<file path="config.mk">
export PLATFORM = sky130hd
export DESIGN_NAME = signed_serial_subtractor
export DESIGN_NICKNAME = d
export VERILOG_FILES = /design/src/rtl/signed_sub_pkg.sv /design/src/rtl/full_adder_1b.sv /design/src/rtl/signed_serial_subtractor.sv
export SDC_FILE = /design/constraint.sdc
export NUM_CORES = 1
export LEC_CHECK = 0
export CORE_MARGIN = 4
export CORE_UTILIZATION = 45
export DETAILED_ROUTE_END_ITERATION = 6
export HOLD_SLACK_MARGIN = 0.05
export PLACE_DENSITY = 0.77
export SYNTH_ARGS = -nofsm -noshare
export SYNTH_HDL_FRONTEND = slang
export SYNTH_SLANG_ARGS = --single-unit
</file>
<file path="constraint.sdc">
create_clock -name clk -period 2.2 [get_ports clk]
set_input_delay 0.44 -clock clk [delete_from_list [all_inputs] [get_ports clk]]
set_output_delay 0.44 -clock clk [all_outputs]
set_load 0.1 [all_outputs]
</file>
<file path="src/rtl/signed_sub_pkg.sv">
// Shared types and helpers for the bit-serial signed subtractor.
package signed_sub_pkg;

  typedef enum logic [1:0] {
    IDLE  = 2'd0,
    SHIFT = 2'd1,
    DONE  = 2'd2
  } state_t;

  // Bits needed to hold an index in 0..value-1 (at least 1).
  function automatic int clog2(input int value);
    int r;
    r = 1;
    for (int i = 1; i < 31; i++) begin
      if ((1 << i) < value) r = i + 1;
    end
    return r;
  endfunction

endpackage

</file>
<file path="src/rtl/full_adder_1b.sv">
// One-bit full adder used as the serial datapath of the subtractor.
module full_adder_1b (
  input  logic a,
  input  logic b,
  input  logic cin,
  output logic sum,
  output logic cout
);

  assign sum  = a ^ b ^ cin;
  assign cout = (a & b) | (a & cin) | (b & cin);

endmodule

</file>
<file path="src/rtl/signed_serial_subtractor.sv">
// Bit-serial signed a - b, LSB first, with start/ready/valid handshake.
// Optional saturated output enabled by defining SIGNED_SUB_SATURATE_EN.
module signed_serial_subtractor
  import signed_sub_pkg::*;
#(
  parameter int SIZE = 8
) (
  input  logic            clk,
  input  logic            rst,
  input  logic            start,
  input  logic [SIZE-1:0] a,
  input  logic [SIZE-1:0] b,
  output logic            ready,
  output logic            valid,
  output logic [SIZE:0]   result,
`ifdef SIGNED_SUB_SATURATE_EN
  output logic [SIZE-1:0] sat_result,
`endif
  output logic            overflow
);

  localparam int IDX_W = clog2(SIZE);

  state_t            state_q, state_d;
  logic [SIZE-1:0]   a_q, a_d;
  logic [SIZE-1:0]   b_q, b_d;
  logic              carry_q, carry_d;
  logic [IDX_W-1:0]  idx_q, idx_d;
  logic              ready_q, ready_d;
  logic              valid_q, valid_d;
  logic [SIZE:0]     result_q, result_d;
  logic              overflow_q, overflow_d;
  logic [SIZE-1:0]   sat_q, sat_d;

  logic fa_sum;
  logic fa_cout;
  logic b_inv;
  logic msb_new;
  logic [SIZE-1:0] low_new;

  // Operands shift right each cycle so bit 0 is always the active bit.
  assign b_inv = ~b_q[0];

  full_adder_1b u_fa (
    .a    (a_q[0]),
    .b    (b_inv),
    .cin  (carry_q),
    .sum  (fa_sum),
    .cout (fa_cout)
  );

  assign msb_new = a_q[0] ^ b_inv ^ fa_cout;
  assign low_new = {fa_sum, result_q[SIZE-2:0]};

  always_comb begin
    state_d    = state_q;
    a_d        = a_q;
    b_d        = b_q;
    carry_d    = carry_q;
    idx_d      = idx_q;
    ready_d    = ready_q;
    valid_d    = valid_q;
    result_d   = result_q;
    overflow_d = overflow_q;
    sat_d      = sat_q;

    case (state_q)
      IDLE: begin
        ready_d = 1'b1;
        valid_d = 1'b0;
        if (start) begin
          a_d     = a;
          b_d     = b;
          carry_d = 1'b1;
          idx_d   = '0;
          ready_d = 1'b0;
          state_d = SHIFT;
        end
      end
      SHIFT: begin
        result_d[idx_q] = fa_sum;
        carry_d         = fa_cout;
        a_d             = a_q >> 1;
        b_d             = b_q >> 1;
        idx_d           = idx_q + 1'b1;
        if (idx_q == IDX_W'(SIZE - 1)) begin
          // carry_q is the carry into the MSB, fa_cout the carry out of it.
          result_d[SIZE] = msb_new;
          overflow_d     = carry_q ^ fa_cout;
          if (carry_q ^ fa_cout)
            sat_d = msb_new ? {1'b1, {(SIZE-1){1'b0}}} : {1'b0, {(SIZE-1){1'b1}}};
          else
            sat_d = low_new;
          idx_d   = '0;
          valid_d = 1'b1;
          state_d = DONE;
        end
      end
      DONE: begin
        valid_d = 1'b0;
        ready_d = 1'b1;
        state_d = IDLE;
      end
      default: begin
        valid_d = 1'b0;
        ready_d = 1'b1;
        state_d = IDLE;
      end
    endcase
  end

  always_ff @(posedge clk) begin
    if (rst) begin
      state_q    <= IDLE;
      a_q        <= '0;
      b_q        <= '0;
      carry_q    <= 1'b0;
      idx_q      <= '0;
      ready_q    <= 1'b1;
      valid_q    <= 1'b0;
      result_q   <= '0;
      overflow_q <= 1'b0;
      sat_q      <= '0;
    end else begin
      state_q    <= state_d;
      a_q        <= a_d;
      b_q        <= b_d;
      carry_q    <= carry_d;
      idx_q      <= idx_d;
      ready_q    <= ready_d;
      valid_q    <= valid_d;
      result_q   <= result_d;
      overflow_q <= overflow_d;
      sat_q      <= sat_d;
    end
  end

  assign ready    = ready_q;
  assign valid    = valid_q;
  assign result   = result_q;
  assign overflow = overflow_q;
`ifdef SIGNED_SUB_SATURATE_EN
  assign sat_result = sat_q;
`else
  logic unused_sat;
  assign unused_sat = ^sat_q;
`endif

endmodule
</file>
==> results of run 1 <==
registers in the layout, summed over array words and instances (netlist names):
| register | flops |
|---|---|
| a_q | 8 |
| b_q | 8 |
| carry_q | 1 |
| idx_q | 3 |
| overflow | 1 |
| ready | 1 |
| result | 9 |
| state_q | 2 |
| valid | 1 |
worst max-delay path, stage by stage (launching register included):
cell,delay (ns)
dfxtp_1,0.35
inv_1,0.09
fa_1,0.59
and3_1,0.25
a211oi_1,0.22
where the power goes:
part	switching, mW	internal, mW	total, mW
registers	0.0254	0.650	0.675
clock network	0.187	0.120	0.308
logic	0.127	0.0983	0.225
metrics by stage:
step                      cells  area, um^2  utilization  power [mW]
final                       222        1850        0.586        1.21
after CTS                   222        1850        0.586        1.22
after floorplan             149        1530            -       0.853
after detailed placement    215        1800        0.571       0.916
after global placement      215        1800        0.571       0.908
after global routing        222        1850        0.586        1.28
worst paths after layout:
check                           end  slack, ns  cells after the start
max          result[7]$_SDFFE_PP0P_       0.62                      4
min          result[8]$_SDFFE_PP0P_       0.46                      2
max reg2reg  result[7]$_SDFFE_PP0P_       0.62                      4
min reg2reg  result[8]$_SDFFE_PP0P_       0.46                      2
logic make-up (layout without fill, tap and decap cells):
logic type      after synthesis  count (layout)  synth area share
compound gates               41              41             0.221
xor+xnor                      1               1           0.00572
fa+ha+maj                     4               4            0.0425
buf+inv                      15              44            0.0597
flops                        34              34             0.445
mux                          15              15            0.0981
simple gates                 39              39             0.128
layer usage:
layer,track usage,up-vias
li1,-,606
met1,0.188,560
met2,0.243,22
met3,0.0476,4
met4,0.0533,0
met5,0,-
cell type report:
cell class              instances  area (um^2)  share of cell area
multi-input cells             100          758               0.411
clock buffers                   7         45.0              0.0244
repair buffers                 33          293               0.159
flip-flops and latches         34          681               0.369
inverters                       4         15.0             0.00813
well taps                      44         55.1              0.0298
cells in the mapped netlist, types with 2 or more instances:
library cell | number | area share
ha_1 | 2 | 0.016
dfxtp_1 | 34 | 0.44
buf_4 | 3 | 0.015
a22oi_1 | 3 | 0.015
inv_1 | 4 | 0.0098
nor2_1 | 20 | 0.049
a311oi_1 | 6 | 0.034
nor2b_1 | 2 | 0.0082
clkbuf_1 | 4 | 0.0098
mux2i_1 | 15 | 0.098
a211oi_1 | 7 | 0.034
nor3_1 | 3 | 0.0098
nand2_1 | 4 | 0.0098
buf_6 | 3 | 0.022
a21oi_1 | 10 | 0.033
a211oi_2 | 9 | 0.074
fa_1 | 2 | 0.026
nand3_1 | 2 | 0.0065
a31oi_1 | 2 | 0.0082
==> reports/results.tsv, run 1 <==
metric	value	unit
worstReg2RegStart	carry_q$_SDFFE_PP0P_	
num_vias	1192	
clockBufferDepth	2	
die-area	4400	um^2
met3_length	123	um
routed.top_layer	met4	
rsz0062_at_grt	no	
leakage	0.708	nW
nNetsFinal	201	
power_density	654	nW/um^2
syn_inst	149	
ios	31	
path_max_fanout	7	
grt-ovfl-total	0	
ys_warn_count	0	
min_from	result[8]$_SDFFE_PP0P_	
relSlewSlack	0.707	
avgSynthCellArea	10.3	um^2
clk_latency	0.32	ns
gp_congestion	0.767	
synth_top_flop_cell	dfxtp_1	
coreArea	3150	um^2
layout_common_cells	dfxtp_1, nor2_1, clkdlybuf4s50_1, mux2i_1, buf_4	
postCtsSetupBuffers	0	
cts_root_buf	clkbuf_4	
synth-seq-area-share	0.445	
crit_type	flip-flop to flip-flop	
first_iter_violations	80	
fillers	317	
final_common_cell	dfxtp_1	
row_count	20	
routed_wl	2.95	mm
fin_skew	0.00127	ns
die_y	66.3	um
port_buffers	30	
cts_resized	0	
setup_violations	0	
crit_path_start	carry_q$_SDFFE_PP0P_	
finalCriticalPeriod	1.58	ns
vias_per_cell	5.37	
layout-drive-gt1-share	0.169	
htree_levels	2	
n_antenna_cell	0	
clock-sinks	34	
hold_buffers	0	
pre_cts_ws	0.377	ns
async_flop_share	0	
critPathArrivalTime	1.82	ns
cts_tree	built	
synth_cell_types	33	
ys_ff_latch	34	
max-cap-violations	0	
synth_edf_count	0	
cp.required	2.44	ns
worst_ir_drop_vdd	0.366	mV
grt_pass1_wl	5.14	mm
met1_length	1.35	mm
met2_length	1.44	mm
first_pass_iters	4	
maxSlewViolCount	0	
drc	0	
grtUsageTotal	0.151	
fin_ws	0.624	ns
status	completed	
fp.dieW	66.3	um
tightestPinTransition	0.439	ns
period_share	0.717	
cp-end-kind	flip-flop	
grt_antenna_before_repair	0	
clock.fmax	0.634	GHz
synth_area	1530	um^2
initial_core_util	0.485	
area_delta_synth_final	20.7	%
grt_pass1_vias	1173	
grt_max_degree	35	
dpl.hpwl	2.10	mm
cts_buffers	5	
start_kind	flip-flop	
routedWlPerCell	13.3	um
fin_tns_setup	0	ns
route.antenna.remaining_nets	0	
clk_pin_slew	0.09	ns
syn-num-nets	172	
hold_ws	0.465	ns
hp-class	flip-flop to flip-flop	
hold_violations	0	
No activity file was read; power rests on OpenSTA's default activity.
==> run 2, diff against run 1 <==
Settings changed: PLACE_DENSITY 0.77 to 0.8.
Clock period 2.2 ns to 1.3 ns, I/O delays scaled along.
==> run 2 against run 1 <==
  * Sequential cell count is the same
  * Via count grew 12%
  * Sequential power grew 69%
  * Wire length grew 25%
  * Combinational power grew 130%
  * Worst hold slack gained 0.039 ns
  * Largest power group unchanged
  * Highest routed layer unchanged
==> reports/results.tsv, run 2 (synthesized netlist as in run 1, its figures left out) <==
metric	value	unit	change
maxSlewViolCount	0		unchanged
rr_worst_depth	4		unchanged
grt_max_degree	35		unchanged
relSlewSlack	0.760		was 0.707
stdcell_area	2280	um^2	was 1850 um^2
power_density	1010	nW/um^2	was 654 nW/um^2
clockBufferDepth	2		unchanged
clock.fmax	0.770	GHz	was 0.634 GHz
crit_type	flip-flop to flip-flop		unchanged
worstReg2RegStart	carry_q$_SDFFE_PP0P_		unchanged
rsz0062_at_grt	yes		was no
grt_pass1_vias	1293		was 1,173
die-area	4400	um^2	unchanged
rrSetupSlack	0.002	ns	was 0.62 ns
area_delta_synth_final	48.7	%	was 20.7%
layout-drive-gt1-share	0.399		was 0.169
cpMaxStageDelayCell	fa_2		was fa_1
die_y	66.3	um	unchanged
grtUsageTotal	0.168		was 0.151
drc	0		unchanged
n_antenna_cell	0		unchanged
htree_levels	2		unchanged
clk_latency	0.34	ns	was 0.32 ns
cts_root_buf	clkbuf_4		unchanged
critPathArrivalTime	1.55	ns	was 1.82 ns
routed_wl	3.70	mm	was 2.95 mm
cts_buffers	5		unchanged
fin_tns_setup	0	ns	unchanged
status	completed		unchanged
grt-ovfl-total	0		unchanged
min_to	b_q[4]$_SDFFE_PP0P_		was result[8]$_SDFFE_PP0P_
nNetsFinal	215		was 201
largest_reg_flops	9		unchanged
cp_slowest_stage_delay	0.44	ns	was 0.59 ns
cp.required	1.55	ns	was 2.44 ns
num_vias	1331		was 1,192
worst_ir_drop_vdd	0.721	mV	was 0.366 mV
hold_violations	0		unchanged
cp-end-kind	flip-flop		unchanged
fillers	244		was 317
crit_chain	inv_2 > fa_2 > buf_6 > a311oi_2		was inv_1 > fa_1 > and3_1 > a211oi_1
row_count	20		unchanged
place_area	2080	um^2	was 1800 um^2
period_share	0.999		was 0.717
final_common_cell	dfxtp_1		unchanged
cts_tree	built		unchanged
grt_antenna_before_repair	0		unchanged
start_kind	flip-flop		unchanged
gp_congestion	0.760		was 0.767
initial_core_util	0.485		unchanged
route.antenna.remaining_nets	0		unchanged
clock-sinks	34		unchanged
ios	31		unchanged
port_buffers	30		unchanged
whs_path_depth	2		unchanged
path_buf_inv	2		was 1
layout_common_cells	dfxtp_1, nor2_1, clkdlybuf4s50_1, mux2i_1, buf_12		was dfxtp_1, nor2_1, clkdlybuf4s50_1, mux2i_1, buf_4
first_iter_violations	111		was 80
hp-class	flip-flop to flip-flop		unchanged
leakage	0.852	nW	was 0.708 nW
max-cap-violations	0		unchanged
coreArea	3150	um^2	unchanged
cpLargestDelayFamily	adder cells		unchanged
min_from	b_q[4]$_SDFFE_PP0P_		was result[8]$_SDFFE_PP0P_
grt_pass1_wl	5.63	mm	was 5.14 mm
setup_violations	0		unchanged
worstReg2RegEnd	result[5]$_SDFFE_PP0P_		was result[7]$_SDFFE_PP0P_
fp.dieW	66.3	um	unchanged
fin_skew	0.00868	ns	was 0.00127 ns
first_pass_iters	4		unchanged
dpl.hpwl	2.21	mm	was 2.10 mm
clk_pin_slew	0.10	ns	was 0.09 ns
routedWlPerCell	15.6	um	was 13.3 um
tightestPinTransition	0.360	ns	was 0.439 ns
path_max_fanout	6		was 7
finalCriticalPeriod	1.30	ns	was 1.58 ns
vias_per_cell	5.62		was 5.37
-- run 2: worst max path at each step --
stage                          startpoint                endpoint  slack [ns]  depth (start not counted)
floorplan             a_q[0]$_SDFFE_PP0P_  result[3]$_SDFFE_PP0P_       -0.04                          4
global placement                    start     b_q[4]$_SDFFE_PP0P_       -0.16                          5
detailed placement                  start     a_q[6]$_SDFFE_PP0P_       -0.21                          5
CTS                 idx_q[0]$_SDFFE_PP0P_   idx_q[0]$_SDFFE_PP0P_       0.003                          4
global route         carry_q$_SDFFE_PP0P_  result[2]$_SDFFE_PP0P_       -0.04                          4
finish               carry_q$_SDFFE_PP0P_  result[5]$_SDFFE_PP0P_       0.002                          4
-- run 2: area by class of cell --
type / count / area [um^2] / area share
Sequential cell: 34 / 698 / 0.307
Clock inverter: 1 / 5.00 / 0.00220
Tap cell: 44 / 55.1 / 0.0242
Clock buffer: 7 / 55.1 / 0.0242
Multi-Input combinational cell: 100 / 853 / 0.375
Timing Repair Buffer: 47 / 594 / 0.261
Inverter: 4 / 15.0 / 0.00660
-- run 2: tightest hold or removal path: stages (launching register included) --
cell and delay, ns:
dfxtp_1 0.32, nor2_1 0.09, a211oi_1 0.05
-- run 2: power by group --
part	switching [mW]	total (mW)	leakage, nW	internal [mW]
Sequential	0.0393	1.14	0.284	1.10
Clock	0.364	0.626	0.0353	0.262
Combinational	0.271	0.528	0.532	0.257
-- run 2: through the flow --
step | worst slack, ns | power, mW | util | instances | hold slack (ns)
2_1_floorplan | -0.0352 | 1.45 | - | 149 | 0.408
3_3_place_gp | -0.159 | 1.61 | 0.660 | 226 | 0.480
3_5_place_dp | -0.205 | 1.63 | 0.660 | 226 | 0.490
4_1_cts | 0.00340 | 2.25 | 0.687 | 235 | 0.506
5_1_grt | -0.0370 | 2.41 | 0.722 | 237 | 0.532
6_report | 0.00185 | 2.30 | 0.722 | 237 | 0.504
-- run 2: timing repair --
action,in CTS,in global routing
cloned,0,1
hold buffers,0,0
resized for setup,5,19
pin swaps,0,2
endpoints found under the setup margin,4,17
buffers inserted,1,1
-- run 2: layer usage --
layer	up-vias	track usage	routed length, um
li1	632	-	-
met4	0	0.102	85
met1	649	0.189	1540
met3	7	0.0646	185
met5	-	0	0
met2	43	0.266	1880
